$ cat config.mk
export PLATFORM = sky130hd
export DESIGN_NAME = serial_adder
export DESIGN_NICKNAME = d
export VERILOG_FILES = /design/src/rtl/serial_adder.sv
export SDC_FILE = /design/constraint.sdc
export NUM_CORES = 1
export LEC_CHECK = 0
export BUFFER_PORTS_ARGS = -buffer_cell sky130_fd_sc_hd__buf_2
export CAP_MARGIN = 20
export CORE_MARGIN = 2
export CORE_UTILIZATION = 61
export CTS_BUF_LIST = sky130_fd_sc_hd__clkbuf_4
export DETAILED_ROUTE_END_ITERATION = 10
export PLACE_DENSITY = 0.95
export SETUP_SLACK_MARGIN = 0.15
export SLEW_MARGIN = 20
export SYNTH_ARGS = -nofsm -noshare
export SYNTH_HDL_FRONTEND = slang
export SYNTH_SLANG_ARGS = --single-unit
export TNS_END_PERCENT = 10
$ cat constraint.sdc
create_clock -name clk -period 2.36 [get_ports clk]
set_input_delay 0.236 -clock clk [delete_from_list [all_inputs] [get_ports clk]]
set_output_delay 0.236 -clock clk [all_outputs]
set_load 0.02 [all_outputs]
$ cat src/rtl/serial_adder.sv
// serial_adder: bit-serial WIDTH-bit adder/subtractor built around one full-adder slice.
// Operands are loaded in parallel on start, then processed LSB-first, one bit per cycle.
// The result registers update once, at the end of the operation.
//
// Ports:
//   clk    - rising-edge clock
//   rst    - asynchronous active-high reset
//   start  - launch request, sampled only in idle
//   sub    - 0: a + b + c_in, 1: a - b (c_in ignored)
//   a, b   - WIDTH-bit operands, sampled with start
//   c_in   - carry-in for add, sampled with start
//   busy   - high while bits are being processed
//   done   - one-cycle pulse when sum/c_out/ovf update
//   sum    - result of the last completed operation
//   c_out  - carry out of the MSB (for subtract, 1 means no borrow)
//   ovf    - two's-complement overflow
module serial_adder #(
  parameter int unsigned WIDTH = 8
) (
  input  logic             clk,
  input  logic             rst,
  input  logic             start,
  input  logic             sub,
  input  logic [WIDTH-1:0] a,
  input  logic [WIDTH-1:0] b,
  input  logic             c_in,
  output logic             busy,
  output logic             done,
  output logic [WIDTH-1:0] sum,
  output logic             c_out,
  output logic             ovf
);

  localparam int unsigned CntW = $clog2(WIDTH + 1);
  localparam logic [CntW-1:0] CntLast = CntW'(WIDTH - 1);

  typedef enum logic [1:0] {StIdle, StRun, StDone} state_e;

  state_e           state_q, state_d;
  logic [WIDTH-1:0] opa_q, opa_d;
  logic [WIDTH-1:0] opb_q, opb_d;
  logic [WIDTH-1:0] acc_q, acc_d;
  logic             carry_q, carry_d;
  logic [CntW-1:0]  cnt_q, cnt_d;
  logic [WIDTH-1:0] sum_q, sum_d;
  logic             c_out_q, c_out_d;
  logic             ovf_q, ovf_d;

  logic             s_bit;
  logic             c_next;
  logic [WIDTH-1:0] acc_shift;

  // The single full-adder slice.
  always_comb begin
    s_bit  = opa_q[0] ^ opb_q[0] ^ carry_q;
    c_next = (opa_q[0] & opb_q[0]) | (opa_q[0] & carry_q) | (opb_q[0] & carry_q);
  end

  // New sum bit enters at the MSB; after WIDTH shifts the LSB result sits at bit 0.
  // Written as shift-then-overwrite so WIDTH=1 needs no special case.
  always_comb begin
    acc_shift            = acc_q >> 1;
    acc_shift[WIDTH-1]   = s_bit;
  end

  always_comb begin
    state_d = state_q;
    opa_d   = opa_q;
    opb_d   = opb_q;
    acc_d   = acc_q;
    carry_d = carry_q;
    cnt_d   = cnt_q;
    sum_d   = sum_q;
    c_out_d = c_out_q;
    ovf_d   = ovf_q;

    unique case (state_q)
      StIdle: begin
        if (start) begin
          state_d = StRun;
          opa_d   = a;
          // Subtract as a + ~b + 1.
          opb_d   = sub ? ~b : b;
          carry_d = sub ? 1'b1 : c_in;
          cnt_d   = '0;
        end
      end
      StRun: begin
        opa_d   = opa_q >> 1;
        opb_d   = opb_q >> 1;
        acc_d   = acc_shift;
        carry_d = c_next;
        cnt_d   = cnt_q + CntW'(1);
        if (cnt_q == CntLast) begin
          state_d = StDone;
          sum_d   = acc_shift;
          c_out_d = c_next;
          // carry_q is the carry entering the MSB on this last bit.
          ovf_d   = carry_q ^ c_next;
        end
      end
      StDone: begin
        state_d = StIdle;
      end
      default: begin
        state_d = StIdle;
      end
    endcase
  end

  always_ff @(posedge clk or posedge rst) begin
    if (rst) begin
      state_q <= StIdle;
      opa_q   <= '0;
      opb_q   <= '0;
      acc_q   <= '0;
      carry_q <= 1'b0;
      cnt_q   <= '0;
      sum_q   <= '0;
      c_out_q <= 1'b0;
      ovf_q   <= 1'b0;
    end else begin
      state_q <= state_d;
      opa_q   <= opa_d;
      opb_q   <= opb_d;
      acc_q   <= acc_d;
      carry_q <= carry_d;
      cnt_q   <= cnt_d;
      sum_q   <= sum_d;
      c_out_q <= c_out_d;
      ovf_q   <= ovf_d;
    end
  end

  assign busy  = (state_q == StRun);
  assign done  = (state_q == StDone);
  assign sum   = sum_q;
  assign c_out = c_out_q;
  assign ovf   = ovf_q;

endmodule

==> results_dict.tcl <==
set metrics [dict create \
    dieArea_um2 3369 \
    hold_viol_final 0 \
    grt_max_degree 41 \
    min_to "opa_q[7]$_DFFE_PP0P_" \
    skew_ns 0.008732 \
    r2r-end "sum[4]$_DFFE_PP0P_" \
    outcome "finished, final reports clean" \
    cts_resized 0 \
    antenna_left 0 \
    yosysUniqueCellTypes 31 \
    insertion_delay_ns 0.35 \
    portBuffers 32 \
    grtUsageTotal 0.2341 \
    final_cell_area_um2 2049 \
    mostFrequentLayoutCell "dfrtp_1" \
    drtIter0Drc 42 \
    grt_pass1_vias 1291 \
    ir_drop_mv 0.9979 \
    die_x_um 58.05 \
    max_freq_ghz 0.5375 \
    detail_route.first_pass.iterations 4 \
    drt-total-wl_um 3423 \
    synth_cells 156 \
    leakagePower_nw 1.069 \
    overflow 0 \
    coreArea_um2 2758 \
    cp-start-kind "register" \
    ff2ff_setup_slack_ns 0.52 \
    tritoncts "done" \
    synth-seq-cells 40 \
    tightest_slew_ns 0.6027 \
    tns_ns 0 \
    power_mw 2.674 \
    finalMaxSlewViolations 0 \
    grt_pass1_wl_um 5816 \
    hold_path_startpoint "a[7]" \
    cts_root_buf "clkbuf_4" \
    place.gp.congestion 0.7683 \
    syn_area_um2 1782 \
    p_seq_frac 0.440 \
    layout.nets 216 \
    clock_sinks 40 \
    cp_max_fo 12 \
    min_period_over_period 0.7884 \
    p_comb_frac 0.391 \
    dpl.hpwl_um 2488 \
    fp-row-count 19 \
    ys_seq_area_frac 0.5618 \
    yosys_warnings 0 \
    syn2layout_area_growth_pct 15.03 \
    die_y_um 58.05 \
    worstSetupPathType "register to output pin" \
    route.detailed.drc 0 \
    switching_share 0.3857 \
    antenna_found_initial 0 \
    clock_path_buffers 2 \
    power_frac_clock 0.169 \
    max_cap_violations 0 \
    synth.avg_cell_area_um2 11.42 \
    period_needed_ns 1.861 \
    relSlewSlack 0.5974 \
    fill_cells 197 \
    hold_class "input pin to register" \
    cp.required_ns 2.12 \
    p_switching_mw 1.031 \
    r2r_cells 4 \
    cp-end-kind "output pin" \
    diodes 0 \
    rsz0062_at_grt "false" \
    intPower_mw 1.642 \
    reg2reg_from "state_q[1]$_DFFE_PP0P_" \
    htree_levels 2 \
    io_pins 33 \
    start_util 0.6461 \
    layout_common_cells "dfrtp_1 (40), nand2_1 (32), buf_2 (32), xor2_1 (9), mux2_1 (9)" \
    placed_cell_area_um2 1959 \
    finalSetupViolations 0 \
    hold_depth 2 \
    via_count 1294 \
    drive_gt1_frac 0.2577 \
    cellPowerDensity_nw_per_um2 1305 \
    via_per_inst 5.751 \
    cts-buffers-inserted 5 \
    synth.net_count 179 \
    clkTransAtPathRegs_ns 0.12 \
    cp_data_arrival_time_ns 1.62 \
    routedWlPerCell_um 15.21 \
]
[worst max-delay path by stage]
stage	end	cells after the start	slack [ns]	start
CTS	busy	4	0.51	state_q[1]$_DFFE_PP0P_
detailed placement	sum[0]$_DFFE_PP0P_	4	0.53	state_q[1]$_DFFE_PP0P_
floorplan	ovf$_DFFE_PP0P_	3	0.95	opa_q[0]$_DFFE_PP0P_
finish	busy	4	0.50	state_q[1]$_DFFE_PP0P_
global route	sum[0]$_DFFE_PP0P_	4	0.40	state_q[1]$_DFFE_PP0P_
global placement	sum[6]$_DFFE_PP0P_	4	0.67	state_q[1]$_DFFE_PP0P_
[sequential cells by signal, indices dropped and copies added, names as in the netlist]
name	count
opa_q	8
opb_q	8
sum	8
acc_q	7
cnt_q	4
state_q	2
c_out	1
carry_q	1
ovf	1
[Yosys cell counts (all sizes together)]
| library cell | instances | area share |
|---|---|---|
| nand2 | 32 | 0.067 |
| a221o | 7 | 0.039 |
| a22oi | 7 | 0.029 |
| nand2b | 2 | 0.0070 |
| fa | 1 | 0.011 |
| o311ai | 1 | 0.0049 |
| xor2 | 9 | 0.044 |
| o21ai | 9 | 0.025 |
| nor2b | 1 | 0.0035 |
| inv | 3 | 0.0063 |
| a22o | 3 | 0.015 |
| mux2i | 1 | 0.0056 |
| a32o | 1 | 0.0056 |
| buf | 10 | 0.041 |
| ha | 1 | 0.0070 |
| a21oi | 2 | 0.0056 |
| nor2 | 2 | 0.0042 |
| o21bai | 1 | 0.0042 |
| nor3 | 1 | 0.0056 |
| and2 | 1 | 0.0035 |
| dfrtp | 40 | 0.56 |
| or2 | 1 | 0.0035 |
| and3b | 1 | 0.0049 |
| and3 | 7 | 0.025 |
| mux2 | 10 | 0.063 |
| nand3 | 2 | 0.0056 |
[routing by layer]
metal | track usage | wire (um) | vias to the layer above
li1 | - | - | 617
met1 | 0.2935 | 1473 | 631
met2 | 0.3912 | 1713 | 40
met3 | 0.07366 | 194 | 6
met4 | 0.06977 | 42 | 0
met5 | 0 | 0 | -
[power by group through the flow]
stage	clock network [mW]	registers (mW)	logic, mW
3_3_place_gp	0	1.17	0.974
3_5_place_dp	0	1.19	1.05
2_1_floorplan	0	1.21	0.705
4_1_cts	0.458	1.17	1.05
5_1_grt	0.482	1.21	1.16
6_report	0.451	1.18	1.05
[logic make-up after synthesis]
group / count (synthesis) / synth area share
xor gates and xnor gates: 9 / 0.04424
and+or+nand+nor: 50 / 0.1299
buffers and inverters: 13 / 0.04775
muxes: 11 / 0.06882
AOI/OAI and AO/OA: 31 / 0.1292
DFF: 40 / 0.5618
adders and majority gates: 2 / 0.01826
[stage by stage]
stage / setup WS (ns) / util / instances / hold WS, ns
floorplan: 0.9521 / - / 156 / 0.4057
global placement: 0.6731 / 0.7105 / 216 / 0.3657
detailed placement: 0.5312 / 0.7105 / 216 / 0.3753
CTS: 0.5113 / 0.7432 / 225 / 0.1232
global route: 0.3995 / 0.7432 / 225 / 0.1290
finish: 0.4994 / 0.7432 / 225 / 0.1328
[worst max-delay path, stage by stage (launching register included)]
cell	delay, ns
dfrtp_1	0.52
nand2b_1	0.22
buf_4	0.19
inv_2	0.13
buf_2	0.19
[cell type report]
| class | count | area [um^2] | share of cell area |
|---|---|---|---|
| Sequential cell | 40 | 1001 | 0.4884 |
| Clock buffer | 5 | 37.54 | 0.01831 |
| Clock inverter | 3 | 42.54 | 0.02076 |
| Multi-Input combinational cell | 103 | 695.7 | 0.3394 |
| Timing Repair Buffer | 40 | 222.7 | 0.1087 |
| Inverter | 3 | 11.26 | 0.005494 |
| Tap cell | 31 | 38.79 | 0.01893 |
[timing repair]
item | in CTS | in global routing
hold buffers | 1 | 0
buffers inserted | 0 | 0
endpoints found under the hold margin | 40 | 0
setup endpoints to repair | 0 | 0
No activity file was read; power rests on OpenSTA's default activity.
